<file path="src/rtl/knap_enum_search.sv">
// -----------------------------------------------------------------------------
// knap_enum_search
//   Exhaustive search over every selection of N_ITEMS knapsack items. One
//   candidate selection is evaluated per clock against a minimum total value,
//   a maximum total weight and a maximum total volume. The engine keeps the
//   highest-value feasible selection and counts how many selections are
//   feasible.
//
// Ports
//   clk, rst          clock, synchronous active-high reset
//   cfg_we/cfg_idx    item-table write (accepted only while idle)
//   cfg_value/weight/volume  item data written on cfg_we
//   min_value         feasible needs total value  >= min_value
//   max_weight        feasible needs total weight <= max_weight
//   max_volume        feasible needs total volume <= max_volume
//   start             launch a search from idle
//   busy/cand_valid   high while candidates are being enumerated
//   done              one-cycle pulse after the last candidate
//   cand              selection under evaluation (bit i = item i)
//   found/best_sel/best_value  best feasible selection so far
//   feas_count        number of feasible selections
// -----------------------------------------------------------------------------
module knap_enum_search #(
  parameter int N_ITEMS = 7,
  parameter int W       = 8,
  parameter int SUM_W   = 11
) (
  input  logic                         clk,
  input  logic                         rst,
  input  logic                         cfg_we,
  input  logic [$clog2(N_ITEMS)-1:0]   cfg_idx,
  input  logic [W-1:0]                 cfg_value,
  input  logic [W-1:0]                 cfg_weight,
  input  logic [W-1:0]                 cfg_volume,
  input  logic [W-1:0]                 min_value,
  input  logic [W-1:0]                 max_weight,
  input  logic [W-1:0]                 max_volume,
  input  logic                         start,
  output logic                         busy,
  output logic                         done,
  output logic [N_ITEMS-1:0]           cand,
  output logic                         cand_valid,
  output logic                         found,
  output logic [N_ITEMS-1:0]           best_sel,
  output logic [SUM_W-1:0]             best_value,
  output logic [N_ITEMS:0]             feas_count
);

  localparam int IDX_W = $clog2(N_ITEMS);

  typedef enum logic [1:0] {S_IDLE, S_RUN, S_DONE} state_t;

  state_t r_state, w_next_state;

  logic [W-1:0]       r_val [N_ITEMS];
  logic [W-1:0]       r_wgt [N_ITEMS];
  logic [W-1:0]       r_vol [N_ITEMS];

  logic [N_ITEMS-1:0] r_cand;
  logic               r_found;
  logic [N_ITEMS-1:0] r_best_sel;
  logic [SUM_W-1:0]   r_best_value;
  logic [N_ITEMS:0]   r_feas_count;

  logic [SUM_W-1:0]   w_tv, w_tw, w_tvol;
  logic               w_feasible;
  logic               w_better;
  logic               w_last;

  // ---------------------------------------------------------------------------
  // FSM: state register
  // ---------------------------------------------------------------------------
  // NOTE: sequential state uses non-blocking assignments so every register
  // samples the pre-edge values of the others.
  always_ff @(posedge clk) begin
    if (rst) r_state <= S_IDLE;
    else     r_state <= w_next_state;
  end

  // FSM: next-state logic
  always_comb begin
    // NOTE: default assignment first so no path leaves the signal unassigned,
    // which would otherwise infer a latch.
    w_next_state = r_state;
    case (r_state)
      S_IDLE:  if (start)  w_next_state = S_RUN;
      S_RUN:   if (w_last) w_next_state = S_DONE;
      S_DONE:              w_next_state = S_IDLE;
      default:             w_next_state = S_IDLE;
    endcase
  end

  // FSM: outputs
  always_comb begin
    busy = 1'b0;
    done = 1'b0;
    case (r_state)
      S_RUN:   busy = 1'b1;
      S_DONE:  done = 1'b1;
      default: ;
    endcase
  end

  assign cand_valid = busy;

  // ---------------------------------------------------------------------------
  // Candidate totals: zero-extended to SUM_W so multi-item sums never wrap.
  // ---------------------------------------------------------------------------
  always_comb begin
    w_tv   = '0;
    w_tw   = '0;
    w_tvol = '0;
    for (int i = 0; i < N_ITEMS; i++) begin
      if (r_cand[i]) begin
        w_tv   = w_tv   + SUM_W'(r_val[i]);
        w_tw   = w_tw   + SUM_W'(r_wgt[i]);
        w_tvol = w_tvol + SUM_W'(r_vol[i]);
      end
    end
  end

  assign w_feasible = (w_tv   >= SUM_W'(min_value))  &&
                      (w_tw   <= SUM_W'(max_weight)) &&
                      (w_tvol <= SUM_W'(max_volume));
  // Strict '>' keeps the earliest selection on a value tie.
  assign w_better   = w_feasible && (!r_found || (w_tv > r_best_value));
  assign w_last     = (r_cand == {N_ITEMS{1'b1}});

  // ---------------------------------------------------------------------------
  // Item table: writable only while idle, frozen during a search.
  // ---------------------------------------------------------------------------
  // NOTE: the table is small and must read as zero after reset, so it is
  // built from resettable flops rather than a RAM macro.
  always_ff @(posedge clk) begin
    if (rst) begin
      for (int i = 0; i < N_ITEMS; i++) begin
        r_val[i] <= '0;
        r_wgt[i] <= '0;
        r_vol[i] <= '0;
      end
    end else if (r_state == S_IDLE && cfg_we) begin
      // Indices with no matching entry (>= N_ITEMS) write nothing.
      for (int i = 0; i < N_ITEMS; i++) begin
        if (cfg_idx == IDX_W'(i)) begin
          r_val[i] <= cfg_value;
          r_wgt[i] <= cfg_weight;
          r_vol[i] <= cfg_volume;
        end
      end
    end
  end

  // ---------------------------------------------------------------------------
  // Enumeration and result tracking
  // ---------------------------------------------------------------------------
  always_ff @(posedge clk) begin
    if (rst) begin
      r_cand       <= '0;
      r_found      <= 1'b0;
      r_best_sel   <= '0;
      r_best_value <= '0;
      r_feas_count <= '0;
    end else begin
      case (r_state)
        S_IDLE: begin
          // Previous results stay visible until the next launch.
          if (start) begin
            r_cand       <= '0;
            r_found      <= 1'b0;
            r_best_sel   <= '0;
            r_best_value <= '0;
            r_feas_count <= '0;
          end
        end
        S_RUN: begin
          r_cand <= r_cand + N_ITEMS'(1);
          if (w_feasible) r_feas_count <= r_feas_count + (N_ITEMS + 1)'(1);
          if (w_better) begin
            r_best_sel   <= r_cand;
            r_best_value <= w_tv;
            r_found      <= 1'b1;
          end
        end
        default: ;
      endcase
    end
  end

  assign cand       = r_cand;
  assign found      = r_found;
  assign best_sel   = r_best_sel;
  assign best_value = r_best_value;
  assign feas_count = r_feas_count;

endmodule

</file>
<file path="config.mk">
export PLATFORM = sky130hd
export DESIGN_NAME = knap_enum_search
export DESIGN_NICKNAME = d
export VERILOG_FILES = /design/src/rtl/knap_enum_search.sv
export SDC_FILE = /design/constraint.sdc
export NUM_CORES = 1
export LEC_CHECK = 0
export CAP_MARGIN = 20
export CORE_MARGIN = 2
export CORE_UTILIZATION = 70
export DETAILED_ROUTE_END_ITERATION = 12
export DONT_BUFFER_PORTS = 1
export GPL_TIMING_DRIVEN = 0
export PLACE_DENSITY = 0.95
export RECOVER_POWER = 100
export SLEW_MARGIN = 20
export SYNTH_ARGS = -nofsm -noshare
export SYNTH_HDL_FRONTEND = slang
export SYNTH_SLANG_ARGS = --single-unit
</file>
<file path="constraint.sdc">
create_clock -name clk -period 21 [get_ports clk]
set_input_delay 6.3 -clock clk [delete_from_list [all_inputs] [get_ports clk]]
set_output_delay 6.3 -clock clk [all_outputs]
set_load 0.005 [all_outputs]
</file>
==> impl_metrics.ini, run 1 <==
[status]
status = finished clean

[placement]
io_buffers = 0
hpwl_um = 36130
gp_congestion = 0.9305

[worst_setup_path]
crit_type = flop to flop
slowest_stage = o31ai_1
end_kind = flop
path_common_cell = ha_1
r2r_slack_ns = 8.33
r2r_start = cand[0]
critPathRequiredTime_ns = 21.44
rr_endpoint = best_value[8]
cp_slowest_stage_delay_ns = 1.07
r2r_cells = 49
worst_setup_path_start_kind = flop
worstPathMaxFanout = 10
crit_start = cand[0]
worst_ep_arrival_time_ns = 13.11

[worst_hold_path]
hold_start = best_sel[2]
min_path_cells = 2
hold_class = flop to flop
holdPathEnd = best_sel[2]

[synth]
syn-mean-instance-area_um2 = 8.858
synth_edf_count = 168
ys_seq_area_frac = 0.3340
synth-seq-cells = 204
syn_inst = 1949
yosysUniqueCellTypes = 94
synth.net_count = 2207
synth_flop_cell = edfxtp_1
ys_async_sr_fraction = 0
synth_warnings = 0
synth_area_um2 = 17260

[routing]
via_per_inst = 6.607
first_pass_iters = 8
routed_wl_um = 47360
drc = 0
antenna_left = 0
initialDrtViolationCount = 1596
vias = 15280
avgRoutedWirePerCell_um = 20.47

[floorplan]
dieHeight_um = 161.0
die-area_um2 = 25940
die-width_um = 161.0
ios = 92
fp-row-count = 57
core_um2 = 24250
start_util = 0.7120

[sta]
rsz0062_at_grt = no
tightest_slew_ns = 1.161
layout_min_cycle_time_ns = 12.67
relSlewSlack = 0.2243
final-hold-violation-count = 0
setup_viol = 0
setup_tns_ns = 0
period_share = 0.6031
finClkSkew_ns = 0.02043
drv_slew = 0
fmax_ghz = 0.07896

[clocking]
clk_path_buf_depth = 3
htreeDepth = 1
cts_setup_buffers = 0
cts_tree = yes
clock-sinks = 204
path_clk_slew_ns = 0.07
cts.repair.resized = 0
clock_latency_ns = 0.53
hold_buffers = 0
cts_root_buf = clkbuf_16
numCtsBuffers = 23

[power]
p_leak_uw = 0.007916
power_uw = 1010
powerDensity_nw_per_um2 = 55.23
vdd_ir_drop_max_v = 0.00006509

[finish]
drive_above_1_share = 0.05229
syn_to_final_growth_pct = 5.885
seq_area_um2 = 5766
multiInputGateArea_um2 = 10650
fin_nets = 2232
diodes = 0
fillCellCount = 1618

[grt]
grt_pass1_vias = 15150
antenna_found_initial = 0
grt_use_total = 0.3587
grt_overflow = 0
grt_max_degree = 25
grt_pass1_wl_um = 74230

[job]
cap_violations = 0
## synthesized netlist by cell type, drive strengths merged (7+ instances only)
master / number / area [um^2]
clkbuf: 53 / 198.9
a21o: 43 / 322.8
mux2i: 27 / 270.3
xor2: 44 / 392.9
nand2: 159 / 596.8
o31a: 15 / 131.4
o211ai: 13 / 102.6
o31ai: 20 / 196.4
nand4: 14 / 87.58
fa: 18 / 360.4
buf: 13 / 85.08
and2: 20 / 127.6
nor2b: 30 / 187.7
a31oi: 11 / 68.82
a211oi: 32 / 245.2
nand2b: 18 / 112.6
mux2: 37 / 420.4
and3: 13 / 81.33
o21ai: 121 / 616.8
xnor2: 59 / 531.8
o2bb2ai: 7 / 61.31
o21a: 50 / 375.4
inv: 138 / 518.0
edfxtp: 168 / 5045
nor3: 26 / 130.1
a21oi: 125 / 629.4
nand3: 38 / 202.7
o21bai: 12 / 90.09
dfxtp: 36 / 720.7
ha: 185 / 2315
nor2: 303 / 1137
## kinds of logic after synthesis
logic type	Yosys count	share of synthesized area
and+or+nand+nor	646	0.1652
AOI/OAI and AO/OA	516	0.2011
xor gates and xnor gates	104	0.05494
muxes	64	0.04001
adders and majority gates	207	0.1575
DFF	204	0.3340
buffers and inverters	208	0.04732
## placed cells by master, fill, tap and decap left out, types with 7 or more instances in the layout
cell,n
nor2_1,303
ha_1,185
edfxtp_1,168
nand2_1,159
inv_1,137
a21oi_1,124
o21ai_0,99
clkbuf_1,58
xnor2_1,57
o21a_1,50
a21o_1,43
xor2_1,43
nand3_1,37
dfxtp_1,36
mux2_2,35
a211oi_1,31
nor2b_1,30
mux2i_1,27
nor3_1,26
clkbuf_16,23
o21ai_1,21
and2_1,19
nand2b_1,18
fa_1,18
o31ai_1,17
o31a_1,15
nand4_1,14
and3_1,13
o21bai_1,12
o211ai_1,12
a31oi_1,11
clkinv_1,9
o2bb2ai_1,7
clkinv_2,7
## stage by stage
step                hold slack [ns]    util  cells  cell area, um^2  worst slack [ns]
floorplan                    0.4447       -   1949            17260             11.77
detailed placement           0.4615  0.7287   2273            17670             10.11
finish                       0.4806  0.7539   2313            18280             8.335
global route                 0.4917  0.7539   2313            18280             7.478
global placement             0.4550  0.7287   2273            17670             10.45
CTS                          0.4689  0.7562   2313            18340             10.03
## routing by layer
metal,global-route usage,up-vias,share of wire
met5,0,-,0
met4,0.2082,0,0.066
met3,0.04854,209,0.092
met2,0.6342,896,0.48
met1,0.4187,7149,0.36
li1,-,7027,-
## critical path, delay by kind of cell (launching register included)
family	cells	cell delay [ns]
compound gates	17	4.01
xor+xnor	5	0.83
fa+ha+maj	9	2.89
buf+inv	6	2.27
flops	1	0.48
mux	2	0.62
simple gates	10	1.47
## power breakdown
group / internal, uW / leakage [uW] / switching (uW)
registers: 456 / 0.00203 / 7.87
clock network: 203 / 0.000332 / 169
logic: 64.6 / 0.00556 / 109
## sequential cells by signal (all words and copies together) (netlist names)
signal / flops
cand: 7
best_sel: 7
r_val: 56
best_value: 11
feas_count: 8
found: 1
r_vol: 56
r_state: 2
r_wgt: 56
## area by class of cell
| cell class | instances | area share |
|---|---|---|
| Multi-Input combinational cell | 1537 | 0.5828 |
| Sequential cell | 204 | 0.3154 |
| Clock buffer | 26 | 0.03265 |
| Inverter | 142 | 0.02916 |
| Tap cell | 324 | 0.02218 |
| Buffer | 66 | 0.01396 |
| Clock inverter | 14 | 0.003833 |
## worst max-delay path by stage
stage	depth (start not counted)	to	slack [ns]
after floorplan	16	best_sel[0]	11.77
after global placement	47	best_sel[0]	10.45
after detailed placement	49	best_value[8]	10.11
after CTS	49	best_value[8]	10.03
after global routing	49	best_value[8]	7.48
final	49	best_value[8]	8.33
Note: power is estimated with default switching activity, not from simulation.
==> run 2, diff against run 1 <==
Settings changed: CORE_UTILIZATION 70 to 66, PLACE_DENSITY 0.95 to 0.92.
Clock period 21 ns to 12.05 ns, I/O delays scaled along.
==> run 2 against run 1 <==
Against the previous run: critical path depth decreased by 2; non-clock buffer count is the same; sequential power increased by 74%; critical path type unchanged; critical endpoint is now best_sel[0].
==> impl_metrics.ini, run 2 (synthesized netlist as in run 1, its figures left out) <==
[clocking]
path_clk_slew_ns = 0.06
cts_setup_buffers = 0
clock_latency_ns = 0.54
cts_tree = yes
cts_root_buf = clkbuf_16
numCtsBuffers = 24
cts.repair.resized = 0
clk_path_buf_depth = 3
htreeDepth = 1
hold_buffers = 0
clock-sinks = 204

[power]
vdd_ir_drop_max_v = 0.0001331
clkPwrFrac = 0.403
p_leak_uw = 0.007985
combinationalPowerShare = 0.163
switching_power_uw = 503.8
p_seq_frac = 0.434
switching_share = 0.2709
intPower_uw = 1356
powerDensity_nw_per_um2 = 100.8

[sta]
rsz0062_at_grt = no
layout_min_cycle_time_ns = 11.41
whs_ns = 0.4738
relSlewSlack = 0.2105
tightest_slew_ns = 1.181
setup_tns_ns = 0
final-hold-violation-count = 0
finClkSkew_ns = 0.01804
drv_slew = 0
period_share = 0.9466
fmax_ghz = 0.08767
setup_viol = 0

[routing]
avgRoutedWirePerCell_um = 20.38
vias = 15180
routed_wl_um = 47430
drt-met1-wl_um = 17430
top_layer_used = met5
first_pass_iters = 6
via_per_inst = 6.521
initialDrtViolationCount = 1639
route.met2.wl_um = 22790
drc = 0
antenna_left = 0
dr_wl_met3_um = 4364

[floorplan]
dieHeight_um = 165.7
core_um2 = 25840
die-width_um = 165.7
ios = 92
start_util = 0.6682
die-area_um2 = 27470
fp-row-count = 59

[grt]
grt_pass1_wl_um = 74980
grt_pass1_vias = 15310
grt_overflow = 0
grt_max_degree = 25
grt_use_total = 0.3376
antenna_found_initial = 1

[worst_setup_path]
path_common_cell = ha_1
worstPathMaxFanout = 10
crit_type = flop to flop
worst_setup_path_start_kind = flop
end_kind = flop
cp_slowest_stage_delay_ns = 0.51
worst_ep_arrival_time_ns = 11.82
slowest_stage = a221oi_1
critPathRequiredTime_ns = 12.47

[worst_hold_path]
hold_class = flop to flop

[finish]
fin_nets = 2233
fillCellCount = 1887
diodes = 0
final_common_cell = nor2_1
layout_common_cells = nor2_1 (303), ha_1 (185), edfxtp_1 (168)
top_regs = r_val: 56 flops, r_vol: 56 flops, r_wgt: 56 flops
drive_above_1_share = 0.05369
syn_to_final_growth_pct = 6.834

[placement]
gp_congestion = 0.9508
io_buffers = 0
hpwl_um = 36580

[job]
cap_violations = 0

[status]
status = finished clean
run 2: metrics by stage:
stage / cells / area [um^2] / worst slack [ns] / power (uW) / util
finish: 2328 / 18440 / 0.6437 / 1860 / 0.7139
global route: 2328 / 18440 / 0.1439 / 1917 / 0.7139
CTS: 2328 / 18470 / 0.9678 / 1854 / 0.7150
detailed placement: 2284 / 17680 / 1.042 / 1118 / 0.6844
global placement: 2284 / 17680 / 1.394 / 1100 / 0.6844
floorplan: 1949 / 17260 / 2.918 / 1044 / -
run 2: per-layer routing:
metal,global-route usage,vias to the layer above
li1,-,7053
met1,0.3864,7149
met2,0.5982,772
met3,0.06125,205
met4,0.1849,2
met5,0,-
run 2: final timing paths:
check	from	endpoint	slack, ns	cells after the start
setup / recovery	cand[0]	best_sel[0]	0.64	47
hold / removal	best_sel[2]	best_sel[2]	0.47	2
setup reg to reg	cand[0]	best_sel[0]	0.64	47
hold reg to reg	best_sel[2]	best_sel[2]	0.47	2
run 2: critical path: cells and delay by family (launching register included):
family	cells	cell delay, ns
XOR/XNOR	4	0.62
buffers and inverters	4	1.26
AND/OR/NAND/NOR	14	2.64
adder cells (fa/ha/maj)	8	2.94
multiplexers	2	0.60
AO/OA/AOI/OAI	15	2.75
flip-flops	1	0.48
run 2: area by class of cell:
class                   instances  area, um^2  area share
multi-input cells            1537       10650      0.5775
flip-flops and latches        204        5766      0.3126
clock buffers                  34       669.4     0.03629
inverters                     142       533.0     0.02890
well taps                     335       419.2     0.02273
plain buffers                  66       284.0     0.01540
clock inverters                10       121.4    0.006580
run 2: power groups by stage:
| stage | logic, uW | clock network (uW) | registers [uW] |
|---|---|---|---|
| 2_1_floorplan | 227 | 0 | 817 |
| 3_3_place_gp | 279 | 0 | 820 |
| 3_5_place_dp | 296 | 0 | 822 |
| 4_1_cts | 300 | 747 | 808 |
| 5_1_grt | 334 | 772 | 811 |
| 6_report | 303 | 749 | 808 |
